--- config.mk ---
export PLATFORM = sky130hd
export DESIGN_NAME = branch_predictor_gshare
export DESIGN_NICKNAME = d
export VERILOG_FILES = /design/src/rtl/branch_predictor_gshare.sv
export SDC_FILE = /design/constraint.sdc
export NUM_CORES = 1
export LEC_CHECK = 0
export ABC_AREA = 1
export CORE_ASPECT_RATIO = 1.25
export CORE_MARGIN = 5
export CORE_UTILIZATION = 35
export DETAILED_ROUTE_END_ITERATION = 10
export PLACE_DENSITY_LB_ADDON = 0.25
export SETUP_SLACK_MARGIN = 0.5
export SLEW_MARGIN = 20
export SYNTH_ARGS = -nofsm -noshare
export SYNTH_HDL_FRONTEND = slang
export SYNTH_SLANG_ARGS = --single-unit
--- constraint.sdc ---
create_clock -name clk -period 14.6 [get_ports clk]
set_clock_uncertainty 0.2 [all_clocks]
set_input_delay 1.46 -clock clk [delete_from_list [all_inputs] [get_ports clk]]
set_output_delay 1.46 -clock clk [all_outputs]
set_load 0.03 [all_outputs]
--- src/rtl/branch_predictor_gshare.sv ---
// rtl/branch_predictor_gshare.sv - bimodal/gshare branch predictor with PHT, GHR, BTB and statistics
module branch_predictor_gshare #(
    parameter int PHT_ENTRIES = 64,
    parameter int CTR_BITS    = 2,
    parameter int GHR_BITS    = 6,
    parameter int BTB_ENTRIES = 16,
    parameter int MODE        = 0,
    localparam int IDXW       = $clog2(PHT_ENTRIES),
    localparam int BW         = $clog2(BTB_ENTRIES)
) (
    input  logic            clk,
    input  logic            proc_reset,
    input  logic            stall,
    input  logic [31:0]     if_pc,
    output logic            pred_taken,
    output logic [31:0]     pred_target,
    output logic            btb_hit,
    output logic [IDXW-1:0] pred_idx,
    input  logic            upd_valid,
    input  logic [31:0]     upd_pc,
    input  logic [IDXW-1:0] upd_idx,
    input  logic            upd_taken,
    input  logic [31:0]     upd_target,
    input  logic            upd_mispredict,
    output logic [15:0]     branch_cnt,
    output logic [15:0]     mispredict_cnt
);

    localparam int TAGW = 30 - BW;
    localparam logic [CTR_BITS-1:0] CTR_MAX     = '1;
    localparam logic [CTR_BITS-1:0] CTR_WEAK_NT = CTR_BITS'((1 << (CTR_BITS - 1)) - 1);

    logic [CTR_BITS-1:0]    pht [PHT_ENTRIES];
    logic [GHR_BITS-1:0]    ghr;
    logic [BTB_ENTRIES-1:0] btb_valid;
    logic [TAGW-1:0]        btb_tag [BTB_ENTRIES];
    logic [29:0]            btb_target [BTB_ENTRIES];

    logic [IDXW-1:0]        base_idx;
    logic [IDXW-1:0]        ghr_ext;
    logic [IDXW-1:0]        look_idx;
    logic [BW-1:0]          look_entry;
    logic [TAGW-1:0]        look_tag;
    logic [BW-1:0]          upd_entry;
    logic                   do_upd;
    logic [GHR_BITS:0]      ghr_shift;

    // Word-offset bits of the PCs never take part in indexing.
    wire unused_low_bits = ^{if_pc[1:0], upd_pc[1:0], upd_target[1:0]};

    assign do_upd     = upd_valid && !stall;
    assign base_idx   = if_pc[IDXW+1:2];
    assign look_entry = if_pc[BW+1:2];
    assign look_tag   = if_pc[31:BW+2];
    assign upd_entry  = upd_pc[BW+1:2];
    // One extra bit on the left lets the shift work even for a 1-bit history.
    assign ghr_shift  = {ghr, upd_taken};

    // History is zero-extended on the left before the XOR with the PC index.
    always_comb begin
        ghr_ext = '0;
        ghr_ext[GHR_BITS-1:0] = ghr;
    end

    // Combinational lookup: index, BTB match and next-PC selection.
    always_comb begin
        look_idx    = (MODE == 1) ? (base_idx ^ ghr_ext) : base_idx;
        pred_idx    = look_idx;
        btb_hit     = btb_valid[look_entry] && (btb_tag[look_entry] == look_tag);
        pred_taken  = btb_hit && pht[look_idx][CTR_BITS-1];
        pred_target = pred_taken ? {btb_target[look_entry], 2'b00} : (if_pc + 32'd4);
    end

    // PHT training uses the index captured at fetch, never one recomputed now.
    always_ff @(posedge clk or posedge proc_reset) begin
        if (proc_reset) begin
            for (int i = 0; i < PHT_ENTRIES; i++) begin
                pht[i] <= CTR_WEAK_NT;
            end
        end else if (do_upd) begin
            if (upd_taken && pht[upd_idx] != CTR_MAX) begin
                pht[upd_idx] <= pht[upd_idx] + 1'b1;
            end else if (!upd_taken && pht[upd_idx] != '0) begin
                pht[upd_idx] <= pht[upd_idx] - 1'b1;
            end
        end
    end

    // Global history: newest outcome shifts in at the LSB.
    always_ff @(posedge clk or posedge proc_reset) begin
        if (proc_reset) begin
            ghr <= '0;
        end else if (do_upd) begin
            ghr <= ghr_shift[GHR_BITS-1:0];
        end
    end

    // BTB valid bits; only taken branches allocate, overwriting any alias.
    always_ff @(posedge clk or posedge proc_reset) begin
        if (proc_reset) begin
            btb_valid <= '0;
        end else if (do_upd && upd_taken) begin
            btb_valid[upd_entry] <= 1'b1;
        end
    end

    // BTB tag/target payload; meaningless until the valid bit is set, so no reset.
    always_ff @(posedge clk) begin
        if (do_upd && upd_taken) begin
            btb_tag[upd_entry]    <= upd_pc[31:BW+2];
            btb_target[upd_entry] <= upd_target[31:2];
        end
    end

    // Saturating resolved-branch and mispredict statistics.
    always_ff @(posedge clk or posedge proc_reset) begin
        if (proc_reset) begin
            branch_cnt     <= '0;
            mispredict_cnt <= '0;
        end else if (do_upd) begin
            if (branch_cnt != 16'hFFFF) begin
                branch_cnt <= branch_cnt + 16'd1;
            end
            if (upd_mispredict && mispredict_cnt != 16'hFFFF) begin
                mispredict_cnt <= mispredict_cnt + 16'd1;
            end
        end
    end

endmodule

# Yosys cells after proc, flatten, opt, wreduce, memory -nomap -nowiden
# Memory sizes are Yosys's and may differ from the RTL's.
# Cells that the tools add are included.
# op_classes
add_sub_neg	5
order_cmp	6
eq_ne	4
mux	19
bitwise	3
n_reduce_logical	16
# op_table
cell	n
128-bit bitwise mux	2
128-bit 2-to-1 mux	2
16-bit by 1-bit adder with 16-bit output (second input constant)	2
32-bit by 3-bit adder with 32-bit output (second input constant)	1
32-bit 2-to-1 mux	1
16-bit != test (second input constant)	2
26-bit equality test	1
2-bit binary-select mux with 6-bit select	2
16-bit OR	1
7-bit greater-or-equal comparator (second input constant)	2
6-bit NOT with 7-bit output	2
2-bit demux with 6-bit select	1
4-bit by 5-bit less-than comparator with 1-bit output (second input constant)	2
2-bit 2-to-1 mux	5
1-bit logical AND	9
7-bit by 1-bit less-than comparator with 1-bit output (second input constant)	1
2-bit AND reduction	3
1-bit binary-select mux with 4-bit select	1
1-bit demux with 4-bit select	1
4-bit by 1-bit greater-or-equal comparator with 1-bit output (second input constant)	1
1-bit 2-to-1 mux	4
2-bit nonzero test	2
2-bit by 1-bit adder with 2-bit output (second input constant)	1
1-bit logical NOT	2
other kinds (2)	2
# totals
regBits	176
mem_bits_rw	896
in_bits	108
output_inout_bits	72
word_cells	122
n_memories	2
# memory_table
name	depth	word_bits	rd	rd_clocked_by_memory_dff	wr	line_no	text
btb_target	16	30	1	0	1	37	logic [29:0] btb_target [BTB_ENTRIES];
btb_tag	16	26	1	0	1	36	logic [TAGW-1:0] btb_tag [BTB_ENTRIES];

# Longest topological paths before layout
# depth
word_depth	8
mapped_depth	23
ltp_nobuf	21

# Least setup slack after synthesis
# No wires, ideal clock.
# synth_timing
path_type	input-to-output
from	in if_pc[3]
to	out pred_target[29]
arrival_time_ps	3465
required_ps	12940
setup_slack_ps	9475
stages	17
n_path_buf	4
cell_sequence	buf_4 inv_4 buf_6 buf_2 o21ai_0 o21ai_1 nand2_1 nand2_1 inv_2 nand3_1 nand3_1 nor2_1 nand2_1 nor2_1 nand3_2 buf_6 o21ai_1
# synth_via
elab_chain_cells	6
elab_cells_between_ends	13
cone_classes	add/sub (1); eq/ne (1); mux (6); bitwise (1); reduce/logical (2); memory (2)
# synth_rtl
element	line_no	text
start: declaration	14	input logic [31:0] if_pc,
branches (longest 5 deep; another with memory 16 x 26 bit)	-	
32-bit 2-to-1 mux *	71	pred_target = pred_taken ? {btb_target[look_entry], 2'b00} : (if_pc + 32'd4);
end: declaration	16	output logic [31:0] pred_target,
# Every way passes the cells marked *. The select of a mux whose other input is x is not followed.

# Worst setup path after layout
# layout_timing
from	in if_pc[5]
to	out pred_target[6]
# Same word-level chain as after synthesis.

==> impl_metrics.py <==
metrics = {
    "drt": {
        "dr.pass1.iters": 5,
        "routed_wirelength_um": 140000,
        "antenna_left": 0,
        "drt-initial-drc-count": 2806,
        "viasPerCell": 5.09,
        "remaining_design_rule_violation_count": 0,
        "via_count": 33100,
        "route.detailed.wl_per_inst_um": 21.5,
    },
    "global_routing": {
        "via_count_of_the_first_global_routing_pass": 31200,
        "grt_first_pass_wirelength_um": 204000,
        "grt_antenna_before_repair": 21,
        "grt-ovfl-total": 0,
        "pin_count_of_the_biggest_net_entering_global_routing": 162,
        "global_route_usage_over_all_layers_pct": 19.2,
    },
    "clock_network": {
        "post_cts.repair.setup_buffers": 0,
        "clock-sinks": 1072,
        "worstSkewPairLatency_ns": 0.72,
        "htree_levels": 3,
        "clock_tree.root_cell": "clkbuf_16",
        "cts_made_buffers": 111,
        "clock_tree.buffer_depth": 3,
        "cts_hold_buffers": 0,
        "cts_tree": "done",
        "ctsResizeCount": 0,
        "clk_transition_reported_paths_ns": 0.05,
    },
    "worst_setup_path": {
        "crit_path_start_kind": "primary input",
        "worst_ep_required_time_ns": 12.94,
        "crit_arrival_ns": 6.49,
        "cpLargestDelayFamily": "buffers and inverters",
        "worst_setup_path_end_kind": "primary output",
        "dominant_cell_type_by_count_on_the_critical_path": "nand2_1",
        "worstPathCellList": "clkdlybuf4s50_1, inv_4, nor2_4, buf_4, buf_4, nand2_1, nand2_1, inv_2, nand2_1, nand2_1, nand2_1, nand2_1, nor2_1, nand3_1, nor2_4, nand3_1, nand2_1, clkdlybuf4s50_1",
        "worst-path-buf-inv": 6,
        "cp_slowest_cell": "clkdlybuf4s50_1",
        "critPathMaxStageDelay_ns": 0.73,
        "beginning_of_the_critical_path": "if_pc[5]",
        "criticalPathCategory": "primary input to primary output",
        "critical_path_peak_fanout": 38,
    },
    "layout": {
        "drive_gt1_share_pct": 7.25,
        "postLayoutCoreUtil_pct": 40.3,
        "layout.nets": 4767,
        "n_fill_cell": 12800,
        "post_layout_nonfiller_instances": 6502,
        "layout-area-overhead-vs-synth_pct": 14.5,
    },
    "timing": {
        "tns_ns": 0,
        "timing.final.hold_violations": 0,
        "drv_slew": 0,
        "slew-limit-headroom_pct": 27.1,
        "report.final.setup_viol": 0,
        "tightest_slew_ns": 1.09,
        "fmax_mhz": 123,
        "finalWorstPathRequiredPeriod_ns": 8.15,
        "timing.final.crit_share_pct": 55.8,
        "finalWorstSetupSlack_ns": 6.45,
        "rsz_0062_raised_after_global_routing": "no",
    },
    "pwr": {
        "power_leakage_uw": 0.0205,
        "sw_frac_of_total_pct": 24.6,
        "power_frac_comb_pct": 8.8,
        "power.share.clock_pct": 41.0,
        "power.share.sequential_pct": 50.2,
        "totalPowerFinal_uw": 6850,
        "power.density_nw_per_um2": 127,
        "ir_drop_mv": 0.158,
        "internal_power_uw": 5170,
        "net-switching-power_uw": 1680,
    },
    "floorplanning": {
        "floorplan.initialDensity_pct": 35.2,
        "core_um2": 134000,
        "dieHeight_um": 420,
        "die-width_um": 338,
        "floorplan.die_area_um2": 142000,
        "rows": 150,
        "number_of_top_level_pins": 180,
    },
    "place": {
        "io_buffer_count": 175,
        "detailedPlace.worstSlack_ns": 6.49,
        "dp.final_hpwl_um": 78700,
        "dp.cells": 6289,
        "routability_driven_placement_congestion_ratio": 0.885,
    },
    "synth": {
        "postSynthNetCount": 4659,
        "area_of_the_mapped_netlist_um2": 47100,
        "seq_area_frac_synth_pct": 66.7,
        "unique_cell_type_count_in_the_yosys_netlist": 55,
        "synth-warning-count": 0,
        "synth.avg_cell_area_um2": 10.4,
        "yosys_register_bits": 1072,
        "syn-instance-count": 4546,
    },
    "hold_path": {
        "hold_start": "btb_valid[1]",
        "min_path_type": "flop to flop",
    },
    "flow_run": {
        "drv_cap": 0,
    },
    "status": {
        "status": "complete, no violations",
    },
}
-- area by class of cell --
class | count | area, µm² | share of cell area [%]
Clock buffer | 142 | 2950 | 5.47
Antenna cell | 12 | 30.0 | 0.0557
Timing Repair Buffer | 231 | 2180 | 4.04
Sequential cell | 1072 | 31400 | 58.2
Tap cell | 1748 | 2190 | 4.05
Multi-Input combinational cell | 2826 | 13000 | 24.0
Inverter | 412 | 1580 | 2.93
Clock inverter | 59 | 659 | 1.22
-- registers in the layout (all words and copies together), names as in the netlist, named ones only --
name	count
pht	64
btb_tag	416
btb_target	480
btb_valid	16
branch_cnt	16
mispredict_cnt	16
-- worst register-to-register path: stages (launching register included) --
cell and delay (ns):
dfstp_2 0.53, o22ai_1 0.10, nor4_1 0.38, o221ai_1 0.19
nand2_1 0.09, nand2_1 0.06, nor2_1 0.20, nand2_2 0.20
ha_1 0.26, o21ai_0 0.13, nand2_1 0.13, inv_1 0.30
nand2_1 0.31, nor2_1 0.21, inv_1 0.09, nand2_1 0.06
o21ai_0 0.09
-- Yosys cell counts (all sizes together) --
library cell | instances | area, µm²
a211oi | 3 | 22.5
a21boi | 1 | 7.51
a21oi | 33 | 165
a221oi | 6 | 52.6
a22o | 6 | 52.6
a22oi | 12 | 90.1
a31oi | 6 | 37.5
a32o | 2 | 20.0
and2 | 2 | 12.5
and3 | 2 | 12.5
buf | 133 | 935
clkbuf | 103 | 387
dfrtp | 112 | 2800
dfstp | 64 | 1680
edfxtp | 896 | 26900
ha | 5 | 62.6
inv | 412 | 1550
mux2 | 1 | 11.3
nand2 | 1205 | 4520
nand2b | 1 | 6.26
nand3 | 325 | 1670
nand3b | 1 | 7.51
nand4 | 13 | 93.8
nor2 | 538 | 2040
nor2b | 1 | 6.26
nor3 | 19 | 105
nor3b | 3 | 22.5
nor4 | 5 | 31.3
o211a | 2 | 20.0
o211ai | 19 | 143
o21ai | 400 | 2000
o221ai | 43 | 377
o22a | 4 | 35.0
o22ai | 99 | 619
o2bb2ai | 2 | 17.5
o311ai | 1 | 8.76
o31ai | 2 | 15.0
o41ai | 2 | 17.5
or2 | 10 | 62.6
xnor2 | 12 | 105
xor2 | 40 | 350
-- worst paths after layout --
check	end	slack, ns	cells past startpoint
max	pred_target[6]	6.45	18
min	btb_valid[1]	0.26	2
max reg2reg	pht[53]	10.94	16
min reg2reg	btb_valid[1]	0.26	2
max in group asynchronous	pht[49]	11.57	3
min in group asynchronous	branch_cnt[5]	1.07	2
-- power by group through the flow --
stage	Clock, µW	Combinational, µW	Sequential [µW]
after CTS	2860	610	3430
final	2810	606	3440
after global placement	0	601	3500
after detailed placement	0	607	3500
after floorplan	0	340	3510
after global routing	2990	662	3440
-- logic make-up (layout without fill, tap and decap cells) --
group | Yosys count | count (layout) | synth area share, %
AOI/OAI and AO/OA | 643 | 643 | 7.86
xor gates and xnor gates | 52 | 52 | 0.967
adders and majority gates | 5 | 5 | 0.133
buffers and inverters | 648 | 844 | 6.11
DFF | 1072 | 1072 | 66.7
muxes | 1 | 1 | 0.0239
other | 0 | 12 | 0
and+or+nand+nor | 2125 | 2125 | 18.3
-- stage by stage --
step	hold WS [ns]	area, µm²
finish	0.260	53900
global route	0.272	53900
CTS	0.259	53900
detailed placement	0.246	50300
global placement	0.240	50300
floorplan	0.228	47100
-- layer usage --
metal / up-vias / routed length [µm] / track usage (%)
li1: 15600 / - / -
met1: 16200 / 59000 / 25.0
met2: 990 / 67800 / 32.9
met3: 210 / 9350 / 3.48
met4: 14 / 3720 / 5.64
met5: - / 75 / 0
-- cells in the final DEF (no fill, tap or decap), drive strengths merged, types with 59 or more instances in the layout --
cell type / instances
clkdlybuf4s50: 172
clkbuf: 142
dfstp: 64
o21ai: 400
dfrtp: 112
buf: 59
inv: 413
nand2: 1205
nand3: 325
nor2: 538
o22ai: 99
edfxtp: 896
No activity file was read; power rests on OpenSTA's default activity.
